==> config.mk <==
export PLATFORM = sky130hd
export DESIGN_NAME = change_dispenser
export DESIGN_NICKNAME = d
export VERILOG_FILES = /design/src/rtl/vm_pkg.sv /design/src/rtl/coin_select.sv /design/src/rtl/change_dispenser.sv
export SDC_FILE = /design/constraint.sdc
export NUM_CORES = 1
export LEC_CHECK = 0
export ABC_AREA = 0
export ABC_CLOCK_PERIOD_IN_PS = 2220
export CORE_MARGIN = 2
export CORE_UTILIZATION = 45
export DETAILED_ROUTE_END_ITERATION = 12
export PLACE_DENSITY = 0.74
export REMOVE_ABC_BUFFERS = 1
export SKIP_CTS_REPAIR_TIMING = 1
export SYNTH_ARGS = -nofsm -noshare
export SYNTH_HDL_FRONTEND = slang
export SYNTH_SLANG_ARGS = --single-unit
==> constraint.sdc <==
create_clock -name in_clka -period 2.22 [get_ports in_clka]
set_input_delay 0.555 -clock in_clka [delete_from_list [all_inputs] [get_ports in_clka]]
set_output_delay 0.555 -clock in_clka [all_outputs]
set_load 0.01 [all_outputs]
==> src/rtl/vm_pkg.sv <==
// Shared types and constants for the vending-machine change path.
package vm_pkg;

   // Change dispenser FSM states, encoded to match the out_state port.
   typedef enum logic [1:0] {
      IDLE   = 2'd0,
      SELECT = 2'd1,
      EJECT  = 2'd2,
      DONE   = 2'd3
   } state_t;

   // Coin chosen by the greedy selector.
   typedef enum logic [1:0] {
      NONE = 2'd0,
      C1   = 2'd1,
      C05  = 2'd2,
      C025 = 2'd3
   } coin_t;

   // Coin values in quarter units.
   localparam int unsigned COIN_1   = 4;
   localparam int unsigned COIN_05  = 2;
   localparam int unsigned COIN_025 = 1;

   // Width that holds the largest coin value.
   localparam int unsigned COIN_VAL_W = 3;

endpackage

==> src/rtl/coin_select.sv <==
// Greedy coin picker: largest coin that fits the remaining amount and is in stock.
module coin_select
   import vm_pkg::*;
#(
   parameter int unsigned AMT_W = 16,
   parameter int unsigned CNT_W = 8
) (
   input  logic signed [AMT_W-1:0]      rem_i,
   input  logic        [CNT_W-1:0]      inv_1_i,
   input  logic        [CNT_W-1:0]      inv_05_i,
   input  logic        [CNT_W-1:0]      inv_025_i,
   output coin_t                        sel_o,
   output logic        [COIN_VAL_W-1:0] value_o
);

   localparam logic signed [AMT_W-1:0] REM_1   = AMT_W'(COIN_1);
   localparam logic signed [AMT_W-1:0] REM_05  = AMT_W'(COIN_05);
   localparam logic signed [AMT_W-1:0] REM_025 = AMT_W'(COIN_025);

   // Priority pick: $1, then $0.50, then $0.25; NONE when nothing fits.
   always_comb begin
      sel_o   = NONE;
      value_o = '0;
      if (rem_i >= REM_1 && inv_1_i != '0) begin
         sel_o   = C1;
         value_o = COIN_VAL_W'(COIN_1);
      end else if (rem_i >= REM_05 && inv_05_i != '0) begin
         sel_o   = C05;
         value_o = COIN_VAL_W'(COIN_05);
      end else if (rem_i >= REM_025 && inv_025_i != '0) begin
         sel_o   = C025;
         value_o = COIN_VAL_W'(COIN_025);
      end
   end

endmodule

==> src/rtl/change_dispenser.sv <==
// Change dispenser: pays out an owed amount coin by coin through a hopper handshake,
// tracks coin inventories and reports any unpaid remainder.
module change_dispenser
   import vm_pkg::*;
#(
   parameter int unsigned AMT_W    = 16,
   parameter int unsigned CNT_W    = 8,
   parameter int unsigned INIT_1   = 20,
   parameter int unsigned INIT_05  = 20,
   parameter int unsigned INIT_025 = 40
) (
   input  logic                    in_clka,
   input  logic                    in_restart,
   input  logic                    in_start,
   input  logic signed [AMT_W-1:0] in_amount,
   input  logic                    in_hopper_ack,
   input  logic                    in_refill,
   output logic                    out_eject_1,
   output logic                    out_eject_05,
   output logic                    out_eject_025,
   output logic                    out_busy,
   output logic                    out_done,
   output logic                    out_short,
   output logic signed [AMT_W-1:0] out_remaining,
   output logic        [CNT_W-1:0] out_inv_1,
   output logic        [CNT_W-1:0] out_inv_05,
   output logic        [CNT_W-1:0] out_inv_025,
   output logic        [1:0]       out_state
);

   localparam logic [CNT_W-1:0] INV_1_RST   = CNT_W'(INIT_1);
   localparam logic [CNT_W-1:0] INV_05_RST  = CNT_W'(INIT_05);
   localparam logic [CNT_W-1:0] INV_025_RST = CNT_W'(INIT_025);

   state_t                    state_q, state_d;
   logic signed [AMT_W-1:0]   rem_q, rem_d;
   coin_t                     coin_q, coin_d;
   logic [COIN_VAL_W-1:0]     val_q, val_d;
   logic [2:0]                eject_q, eject_d;   // {$1, $0.50, $0.25}
   logic                      short_q, short_d;
   logic signed [AMT_W-1:0]   remaining_q, remaining_d;
   logic [CNT_W-1:0]          inv_1_q, inv_1_d;
   logic [CNT_W-1:0]          inv_05_q, inv_05_d;
   logic [CNT_W-1:0]          inv_025_q, inv_025_d;

   coin_t                     pick;
   logic [COIN_VAL_W-1:0]     pick_val;

   coin_select #(
      .AMT_W (AMT_W),
      .CNT_W (CNT_W)
   ) u_coin_select (
      .rem_i     (rem_q),
      .inv_1_i   (inv_1_q),
      .inv_05_i  (inv_05_q),
      .inv_025_i (inv_025_q),
      .sel_o     (pick),
      .value_o   (pick_val)
   );

   // State and datapath registers with synchronous restart.
   always_ff @(posedge in_clka) begin
      if (in_restart) begin
         state_q     <= IDLE;
         rem_q       <= '0;
         coin_q      <= NONE;
         val_q       <= '0;
         eject_q     <= '0;
         short_q     <= 1'b0;
         remaining_q <= '0;
         inv_1_q     <= INV_1_RST;
         inv_05_q    <= INV_05_RST;
         inv_025_q   <= INV_025_RST;
      end else begin
         state_q     <= state_d;
         rem_q       <= rem_d;
         coin_q      <= coin_d;
         val_q       <= val_d;
         eject_q     <= eject_d;
         short_q     <= short_d;
         remaining_q <= remaining_d;
         inv_1_q     <= inv_1_d;
         inv_05_q    <= inv_05_d;
         inv_025_q   <= inv_025_d;
      end
   end

   // Next-state logic: start/refill in IDLE, greedy pick, hopper handshake, result report.
   always_comb begin
      state_d     = state_q;
      rem_d       = rem_q;
      coin_d      = coin_q;
      val_d       = val_q;
      eject_d     = eject_q;
      short_d     = short_q;
      remaining_d = remaining_q;
      inv_1_d     = inv_1_q;
      inv_05_d    = inv_05_q;
      inv_025_d   = inv_025_q;

      unique case (state_q)
         IDLE: begin
            if (in_refill) begin
               inv_1_d   = INV_1_RST;
               inv_05_d  = INV_05_RST;
               inv_025_d = INV_025_RST;
            end
            if (in_start) begin
               short_d     = 1'b0;
               remaining_d = '0;
               if (in_amount > 0) begin
                  rem_d   = in_amount;
                  state_d = SELECT;
               end else begin
                  // Non-positive amounts owe nothing.
                  rem_d   = '0;
                  state_d = DONE;
               end
            end
         end

         SELECT: begin
            if (pick != NONE) begin
               coin_d  = pick;
               val_d   = pick_val;
               eject_d = {pick == C1, pick == C05, pick == C025};
               state_d = EJECT;
            end else begin
               short_d     = (rem_q != '0);
               remaining_d = rem_q;
               state_d     = DONE;
            end
         end

         EJECT: begin
            if (in_hopper_ack) begin
               eject_d = '0;
               rem_d   = rem_q - $signed(AMT_W'(val_q));
               case (coin_q)
                  C1:      if (inv_1_q != '0)   inv_1_d   = inv_1_q - CNT_W'(1);
                  C05:     if (inv_05_q != '0)  inv_05_d  = inv_05_q - CNT_W'(1);
                  C025:    if (inv_025_q != '0) inv_025_d = inv_025_q - CNT_W'(1);
                  default: ;
               endcase
               state_d = SELECT;
            end
         end

         DONE: begin
            state_d = IDLE;
         end

         default: state_d = IDLE;
      endcase
   end

   // Output mapping.
   always_comb begin
      out_eject_1   = eject_q[2];
      out_eject_05  = eject_q[1];
      out_eject_025 = eject_q[0];
      out_busy      = (state_q != IDLE);
      out_done      = (state_q == DONE);
      out_short     = short_q;
      out_remaining = remaining_q;
      out_inv_1     = inv_1_q;
      out_inv_05    = inv_05_q;
      out_inv_025   = inv_025_q;
      out_state     = state_q;
   end

endmodule

==> impl_metrics.sql, run 1 <==
INSERT INTO impl_metrics (metric_group, metric, value, unit) VALUES
('outcome', 'outcome', 'finished, final reports clean', ''),
('pwr', 'ir_worst_vdd', '387.8', 'uV'),
('route', 'via_count', '3663', ''),
('cells_and_area', 'area.sequential', '0.001343', 'mm2'),
('sta', 'max-slew-margin-rel', '49.95', '%'),
('placement', 'placed_cells', '624', ''),
('run', 'total_of_max_cap_violations', '0', ''),
('cts', 'worst_setup_hold_path_clk_slew', '70', 'ps'),
('die', 'ios', '69', ''),
('setup_path', 'ff2ff_setup_slack', '90', 'ps'),
('pwr', 'cellLeakagePower', '0.001780', 'uW'),
('sta', 'final.setup_skew', '8.822', 'ps'),
('setup_path', 'critPathCaptureType', 'flop', ''),
('grt', 'global_route_wire_length_before_repair', '16.13', 'mm'),
('pwr', 'power_density', '758.5', 'mW/mm2'),
('placement', 'routabilityCongestion', '0.9153', ''),
('route', 'top_layer_used', 'met4', ''),
('die', 'die-width', '93.24', 'um'),
('route', 'routed_length_on_met1', '4.181', 'mm'),
('die', 'placementRows', '32', ''),
('setup_path', 'worstSetupStartpointType', 'flop', ''),
('route', 'detail_route.wl_per_cell', '15.45', 'um'),
('synthesis', 'synthSimpleGateAreaFrac', '17.95', '%'),
('cts', 'htree_depth', '3', ''),
('sta', 'setup-tns-final', '0', 'ps'),
('synthesis', 'ys.flop_type', 'dfxtp_1', ''),
('synthesis', 'number_of_instances_in_the_synthesized_netlist', '416', ''),
('cells_and_area', 'multi_input_comb_area', '0.001986', 'mm2'),
('cells_and_area', 'layout_net_count', '564', ''),
('route', 'first_iter_violations', '261', ''),
('route', 'antenna_left', '0', ''),
('grt', 'global_route.usage.total', '23.34', '%'),
('die', 'core_region_area', '0.007727', 'mm2'),
('sta', 'final_hold_viol_count', '0', ''),
('cells_and_area', 'final_common_cell', 'clkdlybuf4s50_1', ''),
('grt', 'global_route.overflow_total', '0', ''),
('synthesis', 'ys_seq_area_share', '37.43', '%'),
('synthesis', 'async_flop_share', '0', '%'),
('route', 'postRouteWirelength', '9.871', 'mm'),
('placement', 'port_buffer_count', '68', ''),
('sta', 'hold_slack', '452.6', 'ps'),
('synthesis', 'synthMuxAreaShare', '0.8380', '%'),
('grt', 'grt_start_max_net_pins', '25', ''),
('cts', 'cts-root-buf', 'clkbuf_8', ''),
('cells_and_area', 'post-route-util', '63.73', '%'),
('sta', 'timing.final.crit_period', '2130', 'ps'),
('placement', 'place.detailed.hpwl', '7.356', 'mm'),
('synthesis', 'syn-cell-area', '0.003583', 'mm2'),
('synthesis', 'combinational_family_with_the_most_area_after_synthesis', 'compound AO/OA/AOI/OAI gates', ''),
('route', 'detail_route.drc_violations', '0', ''),
('synthesis', 'post_synth_xor_xnor_area', '3.911', '%'),
('grt', 'initial_antenna_violation_count', '0', ''),
('synthesis', 'synth_adder_area_share', '3.701', '%'),
('cells_and_area', 'antenna-diode-count', '0', ''),
('cells_and_area', 'most-common-layout-cells', 'clkdlybuf4s50_1, dfxtp_1, buf_4', ''),
('cts', 'cts-buffers-inserted', '9', ''),
('cells_and_area', 'area_growth_syn_to_layout', '37.43', '%'),
('die', 'dieArea', '0.008693', 'mm2'),
('sta', 'tightestPinTransition', '745.6', 'ps'),
('route', 'met3WireLength', '627', 'um'),
('cells_and_area', 'n_fill_cell', '668', ''),
('synthesis', 'synth-edff-count', '0', ''),
('route', 'detailroute.wirelength.met2', '4.818', 'mm'),
('cts', 'tritoncts_clock_tree', 'built', ''),
('cells_and_area', 'layout_cell_share_with_drive_strength_beyond_1', '18.25', '%'),
('setup_path', 'cp_max_fo', '15', ''),
('sta', 'setup_violations', '0', ''),
('sta', 'period_share', '95.94', '%'),
('setup_path', 'path_class', 'reg2reg', ''),
('cts', 'cts.sink_count', '67', ''),
('synthesis', 'synth-warning-count', '0', '');
kinds of logic after synthesis:
logic type / after synthesis
simple gates: 125
flops: 67
xor+xnor: 16
compound gates: 129
buf+inv: 66
fa+ha+maj: 10
mux: 3
cell type report:
type,count,area share (%)
multi-input combinational,283,40.32
clock inverter,5,0.6098
tap,102,2.591
inverter,46,3.506
timing repair buffer,126,22.92
clock buffer,10,2.795
sequential,67,27.26
sequential cells by signal (all words and copies together), names as in the netlist:
register	count
out_remaining	16
val_q	3
rem_q	16
out_inv_1	8
out_inv_025	8
out_short	1
out_state	2
eject_q	3
coin_q	2
out_inv_05	8
where the power goes:
group / internal (uW) / total [uW] / switching (uW)
combinational: 659 / 1450 / 793
clock: 423 / 890 / 467
sequential: 1300 / 1390 / 97.7
metal layers:
layer  global-route usage, %  vias to the layer above
met4                   10.05                        0
met2                   41.07                      162
met1                   27.26                     1710
met5                       0                        -
li1                        -                     1767
met3                   4.915                       24
metrics by stage:
stage,area [um2],total power (uW),setup WS (ps)
after CTS,4912,3733,-223.1
after floorplan,3488,2211,82.10
after global routing,4925,3934,10.49
final,4925,3735,90.09
after detailed placement,4745,2841,-592.5
after global placement,4745,2808,-552.1
synth_stat cells (3+ instances only):
cell / instances / area (um2)
a211oi_1: 3 / 22.52
a21oi_1: 22 / 110.1
a311oi_1: 4 / 35.03
a31oi_1: 3 / 18.77
a32oi_1: 4 / 35.03
and3_1: 5 / 31.28
clkbuf_1: 15 / 56.30
dfxtp_1: 67 / 1341
ha_1: 9 / 112.6
inv_1: 46 / 172.7
mux2i_1: 3 / 30.03
nand2_1: 24 / 90.09
nand2b_1: 5 / 31.28
nand3_1: 10 / 50.05
nand4_1: 3 / 18.77
nor2_1: 36 / 135.1
nor3_1: 13 / 65.06
nor4_1: 7 / 43.79
o2111ai_1: 7 / 61.31
o211ai_1: 12 / 90.09
o21ai_0: 23 / 115.1
o21ai_1: 4 / 20.02
o22ai_1: 4 / 25.02
o32ai_1: 9 / 78.83
o32ai_2: 10 / 162.7
or3_1: 5 / 31.28
or4_1: 6 / 45.04
xnor2_1: 4 / 35.03
xor2_1: 12 / 105.1
critical path: stages (launching register included):
cell and delay [ps]:
dfxtp_1 330, or4_4 560, nand3b_4 200, a211oi_4 360, o211a_4 390, o32ai_1 150
worst paths after layout:
path	from	end	depth (start not counted)
setup / recovery	rem_q[9]$_SDFFE_PP0P_	out_remaining[1]$_SDFFE_PP0P_	5
hold reg to reg	eject_q[0]$_SDFFE_PP0P_	eject_q[0]$_SDFFE_PP0P_	2
hold / removal	eject_q[0]$_SDFFE_PP0P_	eject_q[0]$_SDFFE_PP0P_	2
setup reg to reg	rem_q[9]$_SDFFE_PP0P_	out_remaining[1]$_SDFFE_PP0P_	5
No activity file was read; power rests on OpenSTA's default activity.
==> run 2, diff against run 1 <==
--- a/config.mk
+++ b/config.mk
@@ -10,6 +10,7 @@
 export CORE_MARGIN = 2
 export CORE_UTILIZATION = 45
 export DETAILED_ROUTE_END_ITERATION = 12
+export GPL_ROUTABILITY_DRIVEN = 0
 export PLACE_DENSITY = 0.74
 export REMOVE_ABC_BUFFERS = 1
 export SKIP_CTS_REPAIR_TIMING = 1
==> run 2 against run 1 <==
Design area is 1.4% higher; wire length increased by 1.6%; via count barely moved; die area is the same; sequential share of layout area down 0.38 points; utilization increased by 0.91 points; non-clock buffer count stayed put; final cell count is the same; critical path depth up 3; sequential power is essentially flat; fmax rose by 1.9%; highest routed layer unchanged.
==> impl_metrics.sql, run 2 (synthesis results as in run 1) <==
INSERT INTO impl_metrics (metric_group, metric, value, unit) VALUES
('cells_and_area', 'n_fill_cell', '664', ''),
('setup_path', 'critPathMaxStageDelay', '400', 'ps'),
('die', 'placementRows', '32', ''),
('cts', 'clockBufferDepth', '2', ''),
('setup_path', 'critPathSlowestCell', 'fa_1', ''),
('run', 'total_of_max_cap_violations', '0', ''),
('sta', 'tightestPinTransition', '753.2', 'ps'),
('die', 'dieArea', '0.008693', 'mm2'),
('die', 'ios', '69', ''),
('setup_path', 'crit_required', '2440', 'ps'),
('setup_path', 'cp_max_fo', '4', ''),
('grt', 'grt_start_max_net_pins', '25', ''),
('grt', 'global_route.usage.total', '23.51', '%'),
('sta', 'setup_violations', '0', ''),
('die', 'core_region_area', '0.007727', 'mm2'),
('sta', 'rsz0062_at_grt', 'false', ''),
('route', 'via_count', '3664', ''),
('die', 'die-height', '93.24', 'um'),
('placement', 'place.detailed.hpwl', '7.386', 'mm'),
('cells_and_area', 'layout_net_count', '564', ''),
('outcome', 'outcome', 'finished, final reports clean', ''),
('hold_path', 'hold_path_class', 'reg2reg', ''),
('route', 'first_iter_violations', '307', ''),
('pwr', 'ir_worst_vdd', '587.2', 'uV'),
('cells_and_area', 'final_common_cell', 'clkdlybuf4s50_1', ''),
('route', 'drt-vias-per-instance', '5.734', ''),
('setup_path', 'worstSetupStartpointType', 'flop', ''),
('cts', 'clk-insertion-delay-late', '360', 'ps'),
('cts', 'worst_setup_hold_path_clk_slew', '70', 'ps'),
('sta', 'slew_violations', '0', ''),
('route', 'drtPass1Iterations', '5', ''),
('cts', 'cts-buffers-inserted', '9', ''),
('route', 'postRouteWirelength', '10.03', 'mm'),
('sta', 'hold_slack', '457.4', 'ps'),
('grt', 'global_route.overflow_total', '0', ''),
('cts', 'cts-root-buf', 'clkbuf_8', ''),
('cts', 'tritoncts_clock_tree', 'built', ''),
('cells_and_area', 'antenna-diode-count', '0', ''),
('grt', 'grt_pass1_vias', '3484', ''),
('setup_path', 'worstPathArrival', '2310', 'ps'),
('grt', 'global_route_wire_length_before_repair', '16.30', 'mm'),
('sta', 'postLayoutSetupSlackWorst', '129.8', 'ps'),
('sta', 'max_freq', '0.4784', 'GHz'),
('sta', 'max-slew-margin-rel', '49.45', '%'),
('pwr', 'cellLeakagePower', '0.001815', 'uW'),
('route', 'detail_route.drc_violations', '0', ''),
('pwr', 'power_density', '804.7', 'mW/mm2'),
('cts', 'cts.sink_count', '67', ''),
('cells_and_area', 'most-common-layout-cells', 'clkdlybuf4s50_1, dfxtp_1, buf_4', ''),
('grt', 'initial_antenna_violation_count', '0', ''),
('placement', 'dpl_worst_slack', '-568.2', 'ps'),
('cells_and_area', 'instances_no_fill', '639', ''),
('placement', 'port_buffer_count', '68', ''),
('route', 'antenna_left', '0', ''),
('sta', 'period_share', '94.15', '%'),
('cts', 'htree_depth', '3', ''),
('cells_and_area', 'area_growth_syn_to_layout', '39.39', '%'),
('sta', 'timing.final.crit_period', '2090', 'ps'),
('placement', 'placed_cells', '624', ''),
('cells_and_area', 'layout_cell_share_with_drive_strength_beyond_1', '18.44', '%'),
('sta', 'final_hold_viol_count', '0', ''),
('sta', 'final.setup_skew', '10.39', 'ps'),
('setup_path', 'critPathCaptureType', 'flop', ''),
('die', 'initial_utilization', '46.37', '%'),
('route', 'detail_route.wl_per_cell', '15.69', 'um'),
('setup_path', 'path_class', 'reg2reg', ''),
('setup_path', 'series_of_cell_instances_along_the_critical_path', 'inv_1 -> ha_1 -> fa_1 -> nand2b_1 -> and2_0 -> and3_1 -> a32oi_1 -> o21ai_0', ''),
('die', 'die-width', '93.24', 'um');
## run 2: cell types whose count changed in the layout (fill, tap and decap cells not counted), sizes merged
cell	before	now
bufinv	0	2
clkbuf	10	11
clkinv	3	2
clkinvlp	2	0
## run 2: power breakdown
part / switching [uW] / leakage [uW] / total (uW) / internal [uW]
clock network: 482 / 0.000115 / 1170 / 688
registers: 93.9 / 0.000544 / 1390 / 1300
logic: 794 / 0.00116 / 1460 / 665
total: 1370 / 0.00181 / 4020 / 2650
## run 2: worst max-delay path, delay by kind of cell (launching register included)
family	cells	cell delay, ps
AND/OR/NAND/NOR	3	650
adder cells (fa/ha/maj)	2	620
flip-flops	1	340
AO/OA/AOI/OAI	2	290
buffers and inverters	1	60
## run 2: cell type report
type                            count  area, um2  share of cell area (%)
Timing Repair Buffer              126       1129                   22.60
Multi-Input combinational cell    283       1998                   40.01
Clock inverter                      4      73.82                   1.478
Sequential cell                    67       1343                   26.88
Tap cell                          102      127.6                   2.555
Clock buffer                       11      151.4                   3.031
Inverter                           46      172.7                   3.457
## run 2: stage by stage
stage	power (uW)	instance area (um2)	util, %	TNS, ps
floorplan	2211	3488	-	0
global placement	2808	4745	61.40	-4572
detailed placement	2841	4745	61.40	-5189
CTS	4008	4970	64.31	-1462
global route	4220	4995	64.64	0
finish	4019	4995	64.64	0
## run 2: metal layers
metal | routed length (um) | vias to the layer above | GRT usage, %
li1 | - | 1766 | -
met1 | 4158 | 1729 | 27.92
met2 | 5036 | 138 | 41.01
met3 | 538 | 31 | 4.674
met4 | 293 | 0 | 10.17
met5 | 0 | - | 0
## run 2: path summary, 6_finish.rpt
path                            from                       to  slack, ps  cells after the start
max            rem_q[0]$_SDFFE_PP0P_   rem_q[10]$_SDFFE_PP0P_        130                      8
min          eject_q[1]$_SDFFE_PP0P_  eject_q[1]$_SDFFE_PP0P_        460                      2
max reg2reg    rem_q[0]$_SDFFE_PP0P_   rem_q[10]$_SDFFE_PP0P_        130                      8
min reg2reg  eject_q[1]$_SDFFE_PP0P_  eject_q[1]$_SDFFE_PP0P_        460                      2
